==> src/rtl/dl_pipe_ctrl.sv <==
// Valid/enable sequencer for an in-order pipeline of enable-gated data registers.
// Tracks one valid bit per stage; applies stalls, output backpressure and partial flushes.
module dl_pipe_ctrl #(
    parameter int unsigned NUM_STAGES = 5,
    parameter int unsigned IDX_W      = $clog2(NUM_STAGES)
) (
    input  logic                                  clk,
    input  logic                                  rst_n,
    input  logic                                  in_valid,
    output logic                                  in_ready,
    input  logic [NUM_STAGES-1:0]                 stall_req,
    input  logic                                  flush,
    input  logic [IDX_W-1:0]                      flush_stage,
    output logic                                  out_valid,
    input  logic                                  out_ready,
    output logic [NUM_STAGES-1:0]                 stage_en,
    output logic [NUM_STAGES-1:0]                 stage_valid,
    output logic [$clog2(NUM_STAGES+1)-1:0]       occupancy
);

    localparam int unsigned OCC_W = $clog2(NUM_STAGES + 1);

    logic [NUM_STAGES-1:0] v_q;
    logic [NUM_STAGES-1:0] v_d;
    logic [NUM_STAGES-1:0] kill;
    logic [NUM_STAGES-1:0] up;
    logic [NUM_STAGES:0]   rdy;
    logic [OCC_W-1:0]      occ_d;

    // Any flush_stage at or beyond the last index kills every stage.
    always_comb begin
        kill = '0;
        for (int unsigned j = 0; j < NUM_STAGES; j++) begin
            kill[j] = flush && (32'(flush_stage) >= j);
        end
    end

    // Items leaving a killed stage never reach the next one.
    always_comb begin
        up    = '0;
        up[0] = in_valid;
        for (int unsigned i = 1; i < NUM_STAGES; i++) begin
            up[i] = v_q[i-1] && !stall_req[i-1] && !kill[i-1];
        end
    end

    // Ready ripples from the consumer back to stage 0 within the cycle.
    always_comb begin
        logic        adv;
        int unsigned i;
        rdy             = '0;
        rdy[NUM_STAGES] = out_ready;
        for (int unsigned n = 0; n < NUM_STAGES; n++) begin
            i      = NUM_STAGES - 1 - n;
            adv    = v_q[i] && !stall_req[i] && rdy[i+1];
            rdy[i] = !v_q[i] || adv;
        end
    end

    always_comb begin
        v_d      = v_q;
        stage_en = '0;
        for (int unsigned i = 0; i < NUM_STAGES; i++) begin
            stage_en[i] = rst_n && rdy[i] && !kill[i];
            if (kill[i]) begin
                v_d[i] = 1'b0;
            end else if (rdy[i]) begin
                v_d[i] = up[i];
            end
        end
    end

    always_ff @(posedge clk) begin
        if (!rst_n) begin
            v_q <= '0;
        end else begin
            v_q <= v_d;
        end
    end

    always_comb begin
        occ_d = '0;
        for (int unsigned i = 0; i < NUM_STAGES; i++) begin
            occ_d = occ_d + {{(OCC_W-1){1'b0}}, v_q[i]};
        end
    end

    assign in_ready    = rst_n && rdy[0] && !flush;
    assign out_valid   = rst_n && v_q[NUM_STAGES-1] && !stall_req[NUM_STAGES-1] && !kill[NUM_STAGES-1];
    assign stage_valid = v_q;
    assign occupancy   = occ_d;

endmodule

==> config.mk <==
export PLATFORM = sky130hd
export DESIGN_NAME = dl_pipe_ctrl
export DESIGN_NICKNAME = d
export VERILOG_FILES = /design/src/rtl/dl_pipe_ctrl.sv
export SDC_FILE = /design/constraint.sdc
export NUM_CORES = 1
export LEC_CHECK = 0
export ABC_CLOCK_PERIOD_IN_PS = 2350
export CAP_MARGIN = 20
export CORE_MARGIN = 10
export CORE_UTILIZATION = 30
export DETAILED_ROUTE_END_ITERATION = 10
export HOLD_SLACK_MARGIN = 0.05
export PLACE_DENSITY_LB_ADDON = 0.05
export SLEW_MARGIN = 5
export SYNTH_ARGS = -nofsm -noshare
export SYNTH_HDL_FRONTEND = slang
export SYNTH_SLANG_ARGS = --single-unit
==> constraint.sdc <==
create_clock -name clk -period 2.35 [get_ports clk]
set_clock_uncertainty 0.05 [all_clocks]
set_input_delay 0.3525 -clock clk [delete_from_list [all_inputs] [get_ports clk]]
set_output_delay 0.3525 -clock clk [all_outputs]
set_load 0.02 [all_outputs]
* After elaboration in Yosys (flattened, before gate mapping)
Cells that the tools add are included.
** Storage, ports and cells
- Register bits :: 5
- Input bits :: 13
- Output and inout bits :: 15
- Logic and storage cells :: 70
** Cells by class
- $add $sub $neg :: 4
- Order comparisons :: 4
- Bitwise operators :: 1
- Reduce and logical (&&, ||, !) cells :: 56
** Operators by type and width (count)
- 1-bit logical AND :: 31
- 1-bit logical NOT :: 15
- 2-bit OR reduction :: 5
- 3-bit by 1-bit adder with 3-bit output :: 2
- 3-bit by 2-bit greater-or-equal comparator with 1-bit output, second input constant :: 2
- 1-bit logical OR :: 5
- 2-bit by 1-bit adder with 3-bit output :: 1
- 3-bit by 1-bit greater-or-equal comparator with 1-bit output, second input constant :: 1
- 3-bit greater-or-equal comparator, second input constant :: 1
- 1-bit by 1-bit adder with 2-bit output :: 1
- 1-bit inverter :: 1

* Depth between registers and ports, before layout
Gate-level depths: netlist of the first run.
- Word-level depth :: 14
- Mapped depth :: 5
- Depth with buffers taken out :: 4

* Least setup slack after synthesis of the first run
Ideal clock, no wire load.
- Path type :: register -> output
- Start :: register v_q[1] (netlist: stage_valid[1])
- End :: output occupancy[1]
- Arrival :: 1.725 ns
- Data required time :: 1.947 ns
- Setup slack :: 0.222 ns
- Stages on the path, launching flop included :: 4
- Path buffers :: 0
- Cells stage by stage :: dfxtp_1 > fa_1 > fa_1 > ha_1
** Between the ends
- Cells in the longest elaborated chain, start to end :: 4
** Ends and longest elaborated chain
- start: declaration :: RTL line 23 : logic [NUM_STAGES-1:0] v_q;
- start signal: assignment :: RTL line 77 : v_q <= v_d;
- 1-bit by 1-bit adder with 2-bit output :: RTL line 84 : occ_d = occ_d + {{(OCC_W-1){1'b0}}, v_q[i]};
- 2-bit by 1-bit adder with 3-bit output :: RTL line 84
- 3-bit by 1-bit adder with 3-bit output (2 in a row) :: RTL line 84
- end: declaration :: RTL line 18 : output logic [$clog2(NUM_STAGES+1)-1:0] occupancy
Every way passes these cells.

* Worst setup path after layout of the first run
- Start :: register v_q[0] (netlist: stage_valid[0])
- End :: output occupancy[0]
The elaborated chain is that of the path after synthesis.

==> results of run 1 <==
final timing paths:
kind         slack [ns]        endpoint  cells after the start      startpoint
max                0.07    occupancy[0]                      3  stage_valid[0]
min                0.58  stage_valid[4]                      2  stage_valid[4]
max reg2reg        1.00  stage_valid[1]                      6  stage_valid[3]
min reg2reg        0.58  stage_valid[4]                      2  stage_valid[4]
synthesized netlist by cell type:
library cell	instances
nand2_1	6
a21o_1	1
nand3_1	2
o21ba_1	1
dfxtp_1	5
and3b_1	1
and3_1	1
o21ai_0	2
inv_1	4
a31oi_1	1
nor2b_4	1
o31ai_4	1
nor2b_1	2
o21ai_1	1
o21a_1	1
o211a_1	2
ha_1	1
o21ai_2	1
o32ai_2	1
fa_1	2
nand3b_1	1
o21ai_4	1
buf_4	1
nor2_1	6
o32ai_1	1
a21oi_1	3
through the flow:
step / utilization (%) / worst slack, ns / area (um2) / power, uW
after floorplan: - / 0.222 / 432 / 122
after global placement: 60.2 / -0.116 / 803 / 176
after detailed placement: 60.2 / -0.144 / 803 / 177
after CTS: 61.3 / 0.0180 / 817 / 273
after global routing: 60.9 / 0.00972 / 812 / 285
final: 60.9 / 0.0654 / 812 / 271
area by class of cell:
type | instances | area (um2)
Clock buffer | 4 | 26.3
Fill cell | 138 | 522
Inverter | 4 | 15.0
Multi-Input combinational cell | 40 | 309
Sequential cell | 5 | 100
Tap cell | 15 | 18.8
Timing Repair Buffer | 39 | 343
timing repair:
action | in CTS | in global routing
gates resized for setup | 12 | 1
hold endpoints to repair | 0 | 0
setup buffers | 0 | 0
gates cloned | 0 | 0
setup endpoints to repair | 8 | 1
worst reg2reg max path, stage by stage (launching register included):
cell and delay (ns):
dfxtp_1 0.34, buf_4 0.13, nand2_1 0.10, o21ai_4 0.19
o31ai_4 0.07, buf_4 0.14, o32ai_2 0.24
power groups by stage:
stage                     clock (uW)  combinational (uW)  sequential (uW)
after floorplan                    0                31.2             90.4
after global placement             0                87.7             88.6
after detailed placement           0                88.0             88.6
after CTS                        101                84.0             87.0
after global routing             108                89.6             87.0
final                            101                83.0             87.0
per-layer routing:
metal	up-vias	global-route usage [%]	part of all wire, %
li1	261	-	-
met1	238	8.76	41
met4	0	0	0
met5	-	0	0
met2	21	15.0	47
met3	0	6.32	12
cells by family after synthesis:
| logic type | after synthesis |
|---|---|
| and+or+nand+nor | 20 |
| buffers and inverters | 5 |
| adders and majority gates | 3 |
| AOI/OAI and AO/OA | 17 |
| DFF | 5 |
==> flow_summary.yaml, run 1 <==
cells_and_area:
  drive_gt1_share_pct: 23.9
  fin_nets: 109
  syn_to_final_growth_pct: 88.1
  layout.cells.non_filler: 107
  n_antenna_cell: 0
  largest_register_ffs: 5
  layout_commonest_cell: "clkdlybuf4s50_1"
  final_cell_mix: "clkdlybuf4s50_1, buf_4, nand2_1, nor2_1, dlygate4sd2_1"
clocking:
  root_buffer: "clkbuf_4"
  insertion_delay_ns: 0.24
  clkTransAtPathRegs_ns: 0.05
  h-tree-depth: 1
  cts_hold_buf: 0
  clock-sinks: 5
  cts_buffers: 3
  cts.path.max_buffers: 2
  cts_tree: "done"
logic_synthesis:
  synth-seq-area-share_pct: 23.2
  synth_simple_gate_area_share_pct: 24.1
  synth_top_cells_by_area: "dfxtp_1, fa_1, nand2_1, nor2_1, o31ai_4"
  yosys_warnings: 0
  avgSynthCellArea_um2: 8.63
  syn_inst: 50
  synth_compound_area_share_pct: 35.4
  syn_nets: 66
  synth.cell_area_um2: 432
  synth_top_family_by_area: "compound AO/OA/AOI/OAI gates"
  synth_top_area_share_pct: 23.2
  synth-adder-area-share_pct: 12.2
  synth-xor-area-share_pct: 0
  synth_mux_area_share_pct: 0
  synth_top_cell_by_area: "dfxtp_1"
  ys_ff_latch: 5
  yosysUniqueCellTypes: 26
route:
  vias: 520
  viasPerCell: 4.86
  ant_nets: 0
  drt_iter0_drc: 8
  wl_per_cell_um: 14.0
  firstDrtPassIters: 4
  routed_wl_um: 1500
  drc: 0
placed_design:
  io_buffers: 27
  dpl.hpwl_um: 1290
  dpl.cell_count: 103
  gp_congestion: 0.739
critical_path:
  crit_top_cell: "fa_1"
  max_stage_delay_ns: 0.50
  start_kind: "flop"
  cp_data_arrival_time_ns: 1.88
  cp_max_fo: 2
  cp_top_family: "adder cells"
  critical_path_required_ns: 1.95
  crit_slowest_cell: "fa_1"
  cp.buffers_inverters: 1
  crit_type: "flop to primary output"
  crit_chain: "fa_1 -> fa_1 -> dlygate4sd2_1"
  cp-end-kind: "primary output"
power_and_ir_drop:
  clkPwrFrac_pct: 37.2
  ir_drop_v: 0.000394
  p_leak_uw: 0.000382
  netSwitchingPower_uw: 75.2
  p_sw_share_pct: 27.8
  power_frac_seq_pct: 32.2
  combPwrFrac_pct: 30.7
  cellInternalPower_uw: 195
  pwr_density_cell_mw_per_mm2: 333
grt:
  first_global_vias: 535
  grt_max_degree: 6
  antenna_found_initial: 0
  overflow: 0
  grt_pass1_wl_um: 2380
  grtUsageTotal_pct: 8.67
min_path:
  hold_class: "flop to flop"
timing:
  setup_viol: 0
  finalHoldViolations: 0
  max_slew.worst_pin.slew_ns: 0.272
  layout_min_cycle_time_ns: 2.28
  fin_crit_sh_pct: 97.2
  fmax_mhz: 438
  rsz0062_at_grt: "no"
  holdWs_ns: 0.577
  slew_headroom_pct: 81.7
  finalMaxSlewViolations: 0
  setup_tns_ns: 0
floorplan:
  start_util_pct: 32.4
  rows: 13
  dieArea_mm2: 0.00336
  die_h_um: 57.9
  coreArea_mm2: 0.00133
  die_w_um: 57.9
  num_io_pins: 28
run_status:
  outcome: "completed"
run:
  cap_violations: 0
Power figures use the tool's default switching activity.
==> inputs of run 2 (changes only) <==
--- a/config.mk
+++ b/config.mk
@@ -5,7 +5,7 @@
 export SDC_FILE = /design/constraint.sdc
 export NUM_CORES = 1
 export LEC_CHECK = 0
-export ABC_CLOCK_PERIOD_IN_PS = 2350
+export ABC_CLOCK_PERIOD_IN_PS = 2100
 export CAP_MARGIN = 20
 export CORE_MARGIN = 10
 export CORE_UTILIZATION = 30
==> constraint.sdc (replaced) <==
create_clock -name clk -period 2.1 [get_ports clk]
set_clock_uncertainty 0.05 [all_clocks]
set_input_delay 0.315 -clock clk [delete_from_list [all_inputs] [get_ports clk]]
set_output_delay 0.315 -clock clk [all_outputs]
set_load 0.02 [all_outputs]
==> flow_summary.yaml, run 2 (synthesis results as in run 1) <==
min_path:
  whs_endpoint: "stage_valid[4]"
  hold_class: "flop to flop"
  hold_start: "stage_valid[4]"
  hold_depth: 2
grt:
  grt_max_degree: 6
  grt_pass1_wl_um: 2500
  overflow: 0
  antenna_found_initial: 0
  first_global_vias: 575
  grtUsageTotal_pct: 9.21
clocking:
  cts_buffers: 3
  h-tree-depth: 1
  clkTransAtPathRegs_ns: 0.05
  cts_tree: "done"
  clock-sinks: 5
  root_buffer: "clkbuf_4"
  insertion_delay_ns: 0.24
  cts.path.max_buffers: 2
  post-cts-setup-buffers: 0
cells_and_area:
  stdcell_area_um2: 822
  multi_input_area_um2: 312
  syn_to_final_growth_pct: 90.4
  fin_nets: 110
  nFillCells: 136
  layout.cells.non_filler: 108
  layout.area.seq_um2: 101
  drive_gt1_share_pct: 32.3
  final_cell_mix: "clkdlybuf4s50_1, buf_4, nand2_1, nor2_1"
  n_antenna_cell: 0
  finish.utilization_pct: 61.6
  largest_register_ffs: 5
  layout_commonest_cell: "clkdlybuf4s50_1"
power_and_ir_drop:
  p_sw_share_pct: 28.7
  netSwitchingPower_uw: 88.4
  combPwrFrac_pct: 30.4
  cellInternalPower_uw: 219
  clkPwrFrac_pct: 38.0
  power_frac_seq_pct: 31.6
  p_leak_uw: 0.000408
  ir_drop_v: 0.000238
  pwr_density_cell_mw_per_mm2: 374
critical_path:
  start_kind: "flop"
  crit_chain: "fa_1 -> fa_2 -> ha_1 -> buf_2"
  cp_max_fo: 2
  crit_type: "flop to primary output"
  critical_path_required_ns: 1.74
  cp-end-kind: "primary output"
  max_stage_delay_ns: 0.45
  rr_startpoint: "stage_valid[4]"
  r2r_end: "stage_valid[1]"
  rrSetupSlack_ns: 0.78
  cp_top_family: "adder cells"
  cp_data_arrival_time_ns: 1.82
  ff2ff_path_depth: 5
  cp.buffers_inverters: 1
  crit_slowest_cell: "fa_1"
placed_design:
  io_buffers: 27
  dpl.hpwl_um: 1250
  dpl.cell_count: 104
  placed_area_um2: 811
  gp_congestion: 0.712
floorplan:
  die_w_um: 57.9
  num_io_pins: 28
  start_util_pct: 32.4
  die_h_um: 57.9
  dieArea_mm2: 0.00336
  coreArea_mm2: 0.00133
  rows: 13
route:
  drt_iter0_drc: 3
  wl_per_cell_um: 13.8
  ant_nets: 0
  viasPerCell: 4.73
  vias: 511
  firstDrtPassIters: 2
  routed_wl_um: 1490
  drc: 0
timing:
  rsz0062_at_grt: "yes"
  setup_slack_ns: -0.0851
  finalMaxSlewViolations: 0
  fin_crit_sh_pct: 104
  finalHoldViolations: 0
  max_slew.worst_pin.slew_ns: 0.243
  setup_viol: 1
  layout_min_cycle_time_ns: 2.19
  fmax_mhz: 458
  slew_headroom_pct: 83.6
run_status:
  violations: "negative setup slack"
  outcome: "complete, but fails checks"
run:
  cap_violations: 0
[run 2: cell type report]
class / instances / area share [%]
Clock buffer: 4 / 3.20
Sequential cell: 5 / 12.3
Tap cell: 15 / 2.28
Timing Repair Buffer: 40 / 42.5
Inverter: 4 / 1.83
Multi-Input combinational cell: 40 / 37.9
[run 2: worst reg2reg max path, delay by kind of cell, from the launching register on]
| family | cells | cell delay [ns] |
|---|---|---|
| AOI/OAI and AO/OA | 3 | 0.49 |
| DFF | 1 | 0.42 |
| and+or+nand+nor | 1 | 0.14 |
| buffers and inverters | 1 | 0.13 |
[run 2: power by group through the flow]
stage          logic, uW  registers, uW  clock network, uW
2_1_floorplan       34.9            101                  0
3_3_place_gp        98.7           99.1                  0
3_5_place_dp        99.2           99.2                  0
4_1_cts             97.6           97.2                123
5_1_grt              102           97.1                124
6_report            93.5           97.1                117
[run 2: repair_timing]
item                       CTS  global route
resized for setup           28             7
setup endpoints to repair    8             9
pin swaps                    1             0
hold buffers                 0             0
hold endpoints to repair     0             0
[run 2: metrics by stage]
step                setup TNS [ns]  setup WS (ns)  power (uW)  hold WS (ns)
finish                     -0.0851        -0.0851         308         0.556
global route                -0.224         -0.144         323         0.611
CTS                         -0.112         -0.104         317         0.572
detailed placement           -2.06         -0.326         198         0.560
global placement             -1.97         -0.310         198         0.551
floorplan                        0        0.00970         136         0.382
[run 2: worst max-delay path by stage]
| stage | start | endpoint | depth (start not counted) |
|---|---|---|---|
| after floorplan | stage_valid[1] | occupancy[1] | 3 |
| after CTS | stage_valid[3] | occupancy[1] | 4 |
| after global placement | stage_valid[1] | occupancy[1] | 4 |
| after detailed placement | stage_valid[0] | occupancy[1] | 4 |
| after global routing | stage_valid[3] | occupancy[1] | 4 |
| final | stage_valid[1] | occupancy[1] | 4 |
[run 2: routing by layer]
metal,track usage (%),share of wire (%)
met5,0,0
met4,4.03,0
met1,9.77,42
met3,5.23,11
met2,14.6,47
==> inputs of run 3 (changes only) <==
--- a/config.mk
+++ b/config.mk
@@ -5,7 +5,7 @@
 export SDC_FILE = /design/constraint.sdc
 export NUM_CORES = 1
 export LEC_CHECK = 0
-export ABC_CLOCK_PERIOD_IN_PS = 2100
+export ABC_CLOCK_PERIOD_IN_PS = 1850
 export CAP_MARGIN = 20
 export CORE_MARGIN = 10
 export CORE_UTILIZATION = 30
==> constraint.sdc (replaced) <==
create_clock -name clk -period 1.85 [get_ports clk]
set_clock_uncertainty 0.05 [all_clocks]
set_input_delay 0.2775 -clock clk [delete_from_list [all_inputs] [get_ports clk]]
set_output_delay 0.2775 -clock clk [all_outputs]
set_load 0.02 [all_outputs]
==> flow_summary.yaml, run 3 (synthesis results as in run 1) <==
run_status:
  outcome: "complete, but fails checks"
  violations: "negative setup slack"
cells_and_area:
  drive_gt1_share_pct: 45.5
  syn_to_final_growth_pct: 111
  fin_nets: 118
  nFillCells: 117
  stdcell_area_um2: 911
  layout_commonest_cell: "buf_4"
  final_cell_mix: "buf_4, clkdlybuf4s50_1, nor2_1"
  largest_register_ffs: 5
  n_antenna_cell: 0
  finish.utilization_pct: 68.3
critical_path:
  max_stage_delay_ns: 0.49
  crit_type: "flop to primary output"
  cp_data_arrival_time_ns: 1.81
  rrSetupSlack_ns: 0.50
  cp_max_fo: 2
  critical_path_required_ns: 1.52
  crit_chain: "fa_1 -> fa_2 -> ha_4 -> buf_6"
  cp-end-kind: "primary output"
  crit_slowest_cell: "fa_1"
  start_kind: "flop"
power_and_ir_drop:
  pwr_density_cell_mw_per_mm2: 390
  power.total_uw: 355
  ir_drop_v: 0.000205
  p_leak_uw: 0.000436
placed_design:
  placed_area_um2: 885
  dpl.hpwl_um: 1330
  gp_congestion: 0.734
  place_ws_ns: -0.513
  io_buffers: 27
route:
  wl_per_cell_um: 13.4
  drt_iter0_drc: 3
  viasPerCell: 4.74
  drc: 0
  firstDrtPassIters: 4
  routed_wl_um: 1560
  vias: 550
  ant_nets: 0
min_path:
  hold_class: "primary input to flop"
floorplan:
  rows: 13
  num_io_pins: 28
  coreArea_mm2: 0.00133
  die_h_um: 57.9
  start_util_pct: 32.4
  die_w_um: 57.9
  dieArea_mm2: 0.00336
clocking:
  clkTransAtPathRegs_ns: 0.05
  cts_tree: "done"
  cts_buffers: 3
  root_buffer: "clkbuf_4"
  insertion_delay_ns: 0.25
  clock-sinks: 5
  cts.path.max_buffers: 2
  h-tree-depth: 1
timing:
  setup_slack_ns: -0.288
  fmax_mhz: 468
  finalHoldViolations: 0
  fin_crit_sh_pct: 116
  setup_tns_ns: -0.680
  rsz0062_at_grt: "yes"
  setup_viol: 3
  max_slew.worst_pin.slew_ns: 0.222
  slew_headroom_pct: 85.2
  finalMaxSlewViolations: 0
  layout_min_cycle_time_ns: 2.14
grt:
  antenna_found_initial: 0
  first_global_vias: 574
  overflow: 0
  grt_max_degree: 6
  grtUsageTotal_pct: 9.12
  grt_pass1_wl_um: 2500
run:
  cap_violations: 0
## run 3: cell types whose count changed in the layout (fill, tap and decap cells not counted), sizes merged
cell | previous run | this run
clkdlybuf4s50 | 17 | 13
dlygate4sd2 | 1 | 5
buf | 18 | 28
dlymetal6s2s | 2 | 1
clkbuf | 6 | 5
## run 3: final timing paths
check | start | to | cells past startpoint
setup reg to reg | stage_valid[3] | stage_valid[1] | 6
hold / removal | stall_req[3] | stage_valid[4] | 3
setup / recovery | stage_valid[0] | occupancy[1] | 4
hold reg to reg | stage_valid[3] | stage_valid[4] | 3
## run 3: stage by stage
stage,instances,hold WS (ns)
floorplan,50,0.337
CTS,116,0.578
global route,116,0.375
global placement,111,0.566
detailed placement,111,0.572
finish,116,0.353
## run 3: timing repair
action / in CTS / in global routing
setup endpoints to repair: 10 / 8
resized for setup: 41 / 10
pin swaps: 3 / 3
buffers inserted: 1 / 0
hold buffers: 0 / 0
## run 3: per-layer routing
metal  track usage [%]  share of wire, %  up-vias
met5                 0                 0        -
met4              2.01              0.51        0
met3              5.01               8.6        2
met2              15.2                47       22
met1              9.89                44      246
li1                  -                 -      280
## run 3: cell type report
type	count	area, um2	area share, %
inverters	4	15.0	1.65
multi-input cells	40	335	36.8
flip-flops and latches	5	106	11.7
repair buffers	48	409	44.9
clock buffers	4	26.3	2.88
well taps	15	18.8	2.06
## run 3: report_power, final
part           leakage, uW  switching (uW)  total [uW]  internal (uW)
registers        0.0000421            1.23         110            108
clock network    0.0000150            48.9         131           81.8
logic             0.000379            52.1         115           63.0
total             0.000436             102         355            253
## run 3: critical path, delay by kind of cell (launching register included)
kind,cells,cell delay [ns]
adders and majority gates,3,1.13
buffers and inverters,1,0.10
DFF,1,0.33
